### src/rtl/halflife_pkg.sv
// Shared types and constants for the half-life counter sequencer.
// Provides the FSM state enum, default widths and the minimum period.
package halflife_pkg;

    localparam int N_DEF      = 4;
    localparam int PW_DEF     = 16;
    localparam int MIN_PERIOD = 2;

    typedef enum logic [2:0] {
        IDLE,
        LOAD,
        RUN,
        PAUSED,
        DONE
    } state_t;

    // Button events after priority arbitration (at most one bit set)
    typedef struct packed {
        logic clr;
        logic start;
        logic pause;
        logic ext;
    } ev_t;

endpackage

### src/rtl/btn_sync_edge.sv
// Two-flop synchroniser plus registered rising-edge pulse.
// Ports: clk, rst (sync, active-high), pin (async in), pulse (1-cycle out).
module btn_sync_edge (
    input  logic clk,
    input  logic rst,
    input  logic pin,
    output logic pulse
);

    logic s1;
    logic s2;
    logic s3;

    // pulse rises 3 clocks after pin rises; holding pin gives one pulse
    always_ff @(posedge clk) begin
        if (rst) begin
            s1    <= 1'b0;
            s2    <= 1'b0;
            s3    <= 1'b0;
            pulse <= 1'b0;
        end else begin
            s1    <= pin;
            s2    <= s1;
            s3    <= s2;
            pulse <= s2 & ~s3;
        end
    end

endmodule

### src/rtl/halflife_ctrl.sv
// Sequencer for the half-life up/down counter: buttons -> counter controls.
// In: clk, rst, start/pause/clear/ext_btn, preset[N], period[PW], cnt[N].
// Out: cnt_rst, cnt_load, cnt_in[N], cnt_up, cnt_down, busy, done.
module halflife_ctrl
    import halflife_pkg::*;
#(
    parameter int N  = N_DEF,
    parameter int PW = PW_DEF
) (
    input  logic          clk,
    input  logic          rst,
    input  logic          start_btn,
    input  logic          pause_btn,
    input  logic          clear_btn,
    input  logic          ext_btn,
    input  logic [N-1:0]  preset,
    input  logic [PW-1:0] period,
    input  logic [N-1:0]  cnt,
    output logic          cnt_rst,
    output logic          cnt_load,
    output logic [N-1:0]  cnt_in,
    output logic          cnt_up,
    output logic          cnt_down,
    output logic          busy,
    output logic          done
);

    logic raw_clr;
    logic raw_start;
    logic raw_pause;
    logic raw_ext;

    btn_sync_edge u_clr (
        .clk(clk), .rst(rst), .pin(clear_btn), .pulse(raw_clr)
    );
    btn_sync_edge u_start (
        .clk(clk), .rst(rst), .pin(start_btn), .pulse(raw_start)
    );
    btn_sync_edge u_pause (
        .clk(clk), .rst(rst), .pin(pause_btn), .pulse(raw_pause)
    );
    btn_sync_edge u_ext (
        .clk(clk), .rst(rst), .pin(ext_btn), .pulse(raw_ext)
    );

    ev_t ev;

    always_comb begin
        ev.clr   = raw_clr;
        ev.start = raw_start & ~raw_clr;
        ev.pause = raw_pause & ~raw_clr & ~raw_start;
        ev.ext   = raw_ext & ~raw_clr & ~raw_start & ~raw_pause;
    end

    state_t        state;
    state_t        state_d;
    logic [PW-1:0] pre;
    logic [PW-1:0] pre_d;
    logic [PW-1:0] reload;
    logic [N-1:0]  cnt_in_d;
    logic          rst_d;
    logic          load_d;
    logic          up_d;
    logic          down_d;
    logic          inflight;
    logic          can_up;

    assign reload = (period < PW'(MIN_PERIOD)) ?
                    PW'(MIN_PERIOD - 1) : period - PW'(1);

    // a pulse already on the wire means cnt is stale this cycle
    assign inflight = cnt_up | cnt_down;
    assign can_up   = (cnt != '1) && !inflight;

    always_comb begin
        state_d  = state;
        pre_d    = pre;
        cnt_in_d = cnt_in;
        rst_d    = 1'b0;
        load_d   = 1'b0;
        up_d     = 1'b0;
        down_d   = 1'b0;
        unique case (1'b1)
            ev.clr: begin
                rst_d   = 1'b1;
                state_d = IDLE;
            end
            ev.start: begin
                cnt_in_d = preset;
                load_d   = 1'b1;
                state_d  = LOAD;
            end
            default: begin
                unique case (state)
                    LOAD: begin
                        pre_d   = reload;
                        state_d = RUN;
                    end
                    RUN: begin
                        // the pause cycle itself freezes the prescaler
                        if (ev.pause) begin
                            state_d = PAUSED;
                        end else begin
                            if (pre == '0) begin
                                pre_d = reload;
                                // tick colliding with ext drops both
                                if (!ev.ext) begin
                                    down_d = (cnt != '0) && !inflight;
                                end
                            end else begin
                                pre_d = pre - PW'(1);
                                up_d  = ev.ext && can_up;
                            end
                            if (cnt == '0 && !inflight && !up_d) begin
                                state_d = DONE;
                            end
                        end
                    end
                    PAUSED: begin
                        if (ev.pause) begin
                            state_d = RUN;
                        end else begin
                            up_d = ev.ext && can_up;
                        end
                    end
                    default: ;
                endcase
            end
        endcase
    end

    always_ff @(posedge clk) begin
        if (rst) begin
            state    <= IDLE;
            pre      <= '0;
            cnt_in   <= '0;
            cnt_rst  <= 1'b0;
            cnt_load <= 1'b0;
            cnt_up   <= 1'b0;
            cnt_down <= 1'b0;
        end else begin
            state    <= state_d;
            pre      <= pre_d;
            cnt_in   <= cnt_in_d;
            cnt_rst  <= rst_d;
            cnt_load <= load_d;
            cnt_up   <= up_d;
            cnt_down <= down_d;
        end
    end

    assign busy = (state == LOAD) || (state == RUN) || (state == PAUSED);
    assign done = (state == DONE);

endmodule

### config.mk
export PLATFORM = sky130hd
export DESIGN_NAME = halflife_ctrl
export DESIGN_NICKNAME = d
export VERILOG_FILES = /design/src/rtl/halflife_pkg.sv /design/src/rtl/btn_sync_edge.sv /design/src/rtl/halflife_ctrl.sv
export SDC_FILE = /design/constraint.sdc
export NUM_CORES = 1
export LEC_CHECK = 0
export BUFFER_PORTS_ARGS = -buffer_cell sky130_fd_sc_hd__buf_2
export CAP_MARGIN = 10
export CORE_AREA = 2 2 80 82
export CTS_BUF_LIST = sky130_fd_sc_hd__clkbuf_4 sky130_fd_sc_hd__clkbuf_8 sky130_fd_sc_hd__clkbuf_16
export CTS_CLUSTER_SIZE = 30
export DETAILED_ROUTE_END_ITERATION = 16
export DIE_AREA = 0 0 82 84
export GPL_TIMING_DRIVEN = 0
export PLACE_DENSITY = 0.6
export SLEW_MARGIN = 20
export SYNTH_ARGS = -nofsm -noshare
export SYNTH_HDL_FRONTEND = slang
export SYNTH_SLANG_ARGS = --single-unit
### constraint.sdc
create_clock -name clk -period 3.4 [get_ports clk]
set_input_delay 0.34 -clock clk [delete_from_list [all_inputs] [get_ports clk]]
set_output_delay 0.34 -clock clk [all_outputs]
set_load 0.01 [all_outputs]
==> impl_metrics.yaml <==
outcome:
  status: "finished, final reports clean"
worst_setup_path:
  startpoint_type: "flop"
  cp.required_ps: 3600
  rrSetupSlack_ps: 910
  cp_data_arrival_time_ps: 2690
  path_class: "reg2reg"
  path_max_fanout: 9
  cp-end-kind: "flop"
synthesis:
  synth_flop_cell: "dfxtp_1"
  syn-instance-count: 284
  yosysWarningCount: 0
  synth_top_area_share: 0.367
  synth_area_um2: 2340
  syn-num-nets: 316
  synthArstFlopShare: 0
  synth_area_leader_cell: "dfxtp_1"
  synth.distinct_cells: 53
  yosysMostFrequentCell: "dfxtp_1"
  syn_area_per_cell_um2: 8.25
  ys_seq_elements: 43
  yosysSeqAreaShare: 0.367
  synth_common_cells: "dfxtp_1, nor2_1, nor3_1"
  synth_area_leaders: "dfxtp_1, nor2b_1, nor2_1"
  synth-edff-count: 0
finish:
  finalNetCount: 362
  final_util: 0.451
  top_regs: "pre (16), cnt_in (4), state (3)"
  top_register: "pre"
  area_delta_synth_final_pct: 17.4
  drive_above_1_share: 0.187
  largest_register_ffs: 16
  antennaDiodeCount: 0
power:
  cellPowerDensity_nw_per_um2: 667
  vdd_drop_max_v: 0.000330
  p_leak_nw: 1.06
global_route:
  grt_pass1_vias: 2170
  grt_overflow: 0
  grtUsageTotal: 0.189
  grt_max_degree: 16
  grt_pass1_wl_um: 10200
  antenna_found_initial: 0
timing:
  skew_ps: 10.4
  fin_crit_ps: 2490
  min_period_over_period: 0.731
  fin_setup_tns_ps: 0
  rsz0062_at_grt: "no"
  tightest_slew_ps: 688
  slew_violations: 0
  hold_viol: 0
  setup_viol: 0
  relSlewSlack: 0.535
  fmax_mhz: 402
cts:
  post-cts-setup-buffers: 0
  cts_buffer_depth: 2
  cts_resized: 0
  clk_latency_ps: 310
  cts_root_buf: "clkbuf_8"
  postCtsHoldBufs: 0
  cts_tree: "done"
  clk_pin_slew_ps: 90
  h-tree-depth: 2
  cts.sinks: 43
  numCtsBuffers: 5
placement:
  hpwl_um: 4340
  routabilityCongestion: 0.845
  portBuffers: 39
die:
  start_util: 0.384
  die_w_um: 82
  die_h_um: 84
  dieArea_um2: 6890
  ios: 40
  core_um2: 6100
  row_count: 29
detailed_routing:
  drc: 0
  finalWirelength_um: 5940
  drt_pass1_iterations: 4
  ant_nets: 0
  num_vias: 2259
  drt-wirelength-per-cell_um: 14.6
  viasPerCell: 5.54
  drt_first_iter_violations: 175
flow_run:
  maxCapViolations: 0
worst_hold_path:
  hold_class: "in2reg"
-- metrics by stage --
stage	instance area (µm²)	hold WS [ps]	instances	power, W	setup slack (ps)
2_1_floorplan	2340	367	284	0.00121	1340
3_3_place_gp	2640	371	400	0.00141	979
5_1_grt	2750	242	408	0.00195	722
4_1_cts	2750	228	408	0.00183	938
3_5_place_dp	2640	374	400	0.00141	961
6_report	2750	236	408	0.00184	914
-- cell usage in the layout (no fill, tap or decap), types with 3 or more instances in the layout --
master    instances
a31oi_1           6
inv_1             6
nor3_1           20
xor2_1            3
clkbuf_1          5
a21oi_1          16
a22oi_1           3
a21o_1            3
dfxtp_1          43
nand2_1          19
nor2b_1          19
xnor2_1           7
nor4_1            6
buf_2            42
nor3b_1           3
nand4_1           8
nand3_1          12
or4_1             5
mux2i_1           7
o21ai_0          17
a211oi_1          3
a32o_1            4
nor2_1           27
clkbuf_8          5
-- where the power goes --
| group | switching, W | internal (W) |
|---|---|---|
| Sequential | 0.0000623 | 0.000562 |
| Combinational | 0.000516 | 0.000277 |
| Clock | 0.000197 | 0.000221 |
| Total | 0.000775 | 0.00106 |
-- cell type report --
cell class | instances | area [µm²]
Tap cell | 77 | 96.3
Clock buffer | 5 | 68.8
Clock inverter | 3 | 46.3
Buffer | 10 | 42.5
Sequential cell | 43 | 861
Inverter | 7 | 26.3
Fill cell | 634 | 3350
Multi-Input combinational cell | 224 | 1410
Timing Repair Buffer | 39 | 195
-- worst paths after layout --
path,endpoint,from,depth (start not counted)
hold reg to reg,u_clr.pulse,u_clr.s3,1
hold / removal,u_start.s1,start_btn,2
setup reg to reg,pre[15],pre[0],7
setup / recovery,pre[15],pre[0],7
-- critical path, cell delays in order (launching register included) --
cell     delay [ps]
dfxtp_1         340
inv_1           110
ha_1            210
nor3b_1         420
nand2_1         320
o21ai_1         530
o21ai_0         180
a32o_1          270
-- kinds of logic (layout without fill, tap and decap cells) --
family	after synthesis	after routing	synth area share
and+or+nand+nor	136	136	0.330
AOI/OAI and AO/OA	69	69	0.195
adders and majority gates	2	2	0.0107
muxes	7	7	0.0299
xor gates and xnor gates	10	10	0.0374
buffers and inverters	17	64	0.0294
DFF	43	43	0.367
-- routing by layer --
metal | GRT usage | up-vias | part of all wire
met5 | 0 | - | 0
li1 | - | 1156 | -
met2 | 0.287 | 53 | 0.46
met3 | 0.0368 | 7 | 0.049
met1 | 0.270 | 1043 | 0.48
met4 | 0.0561 | 0 | 0.011
Power figures use the tool's default switching activity.
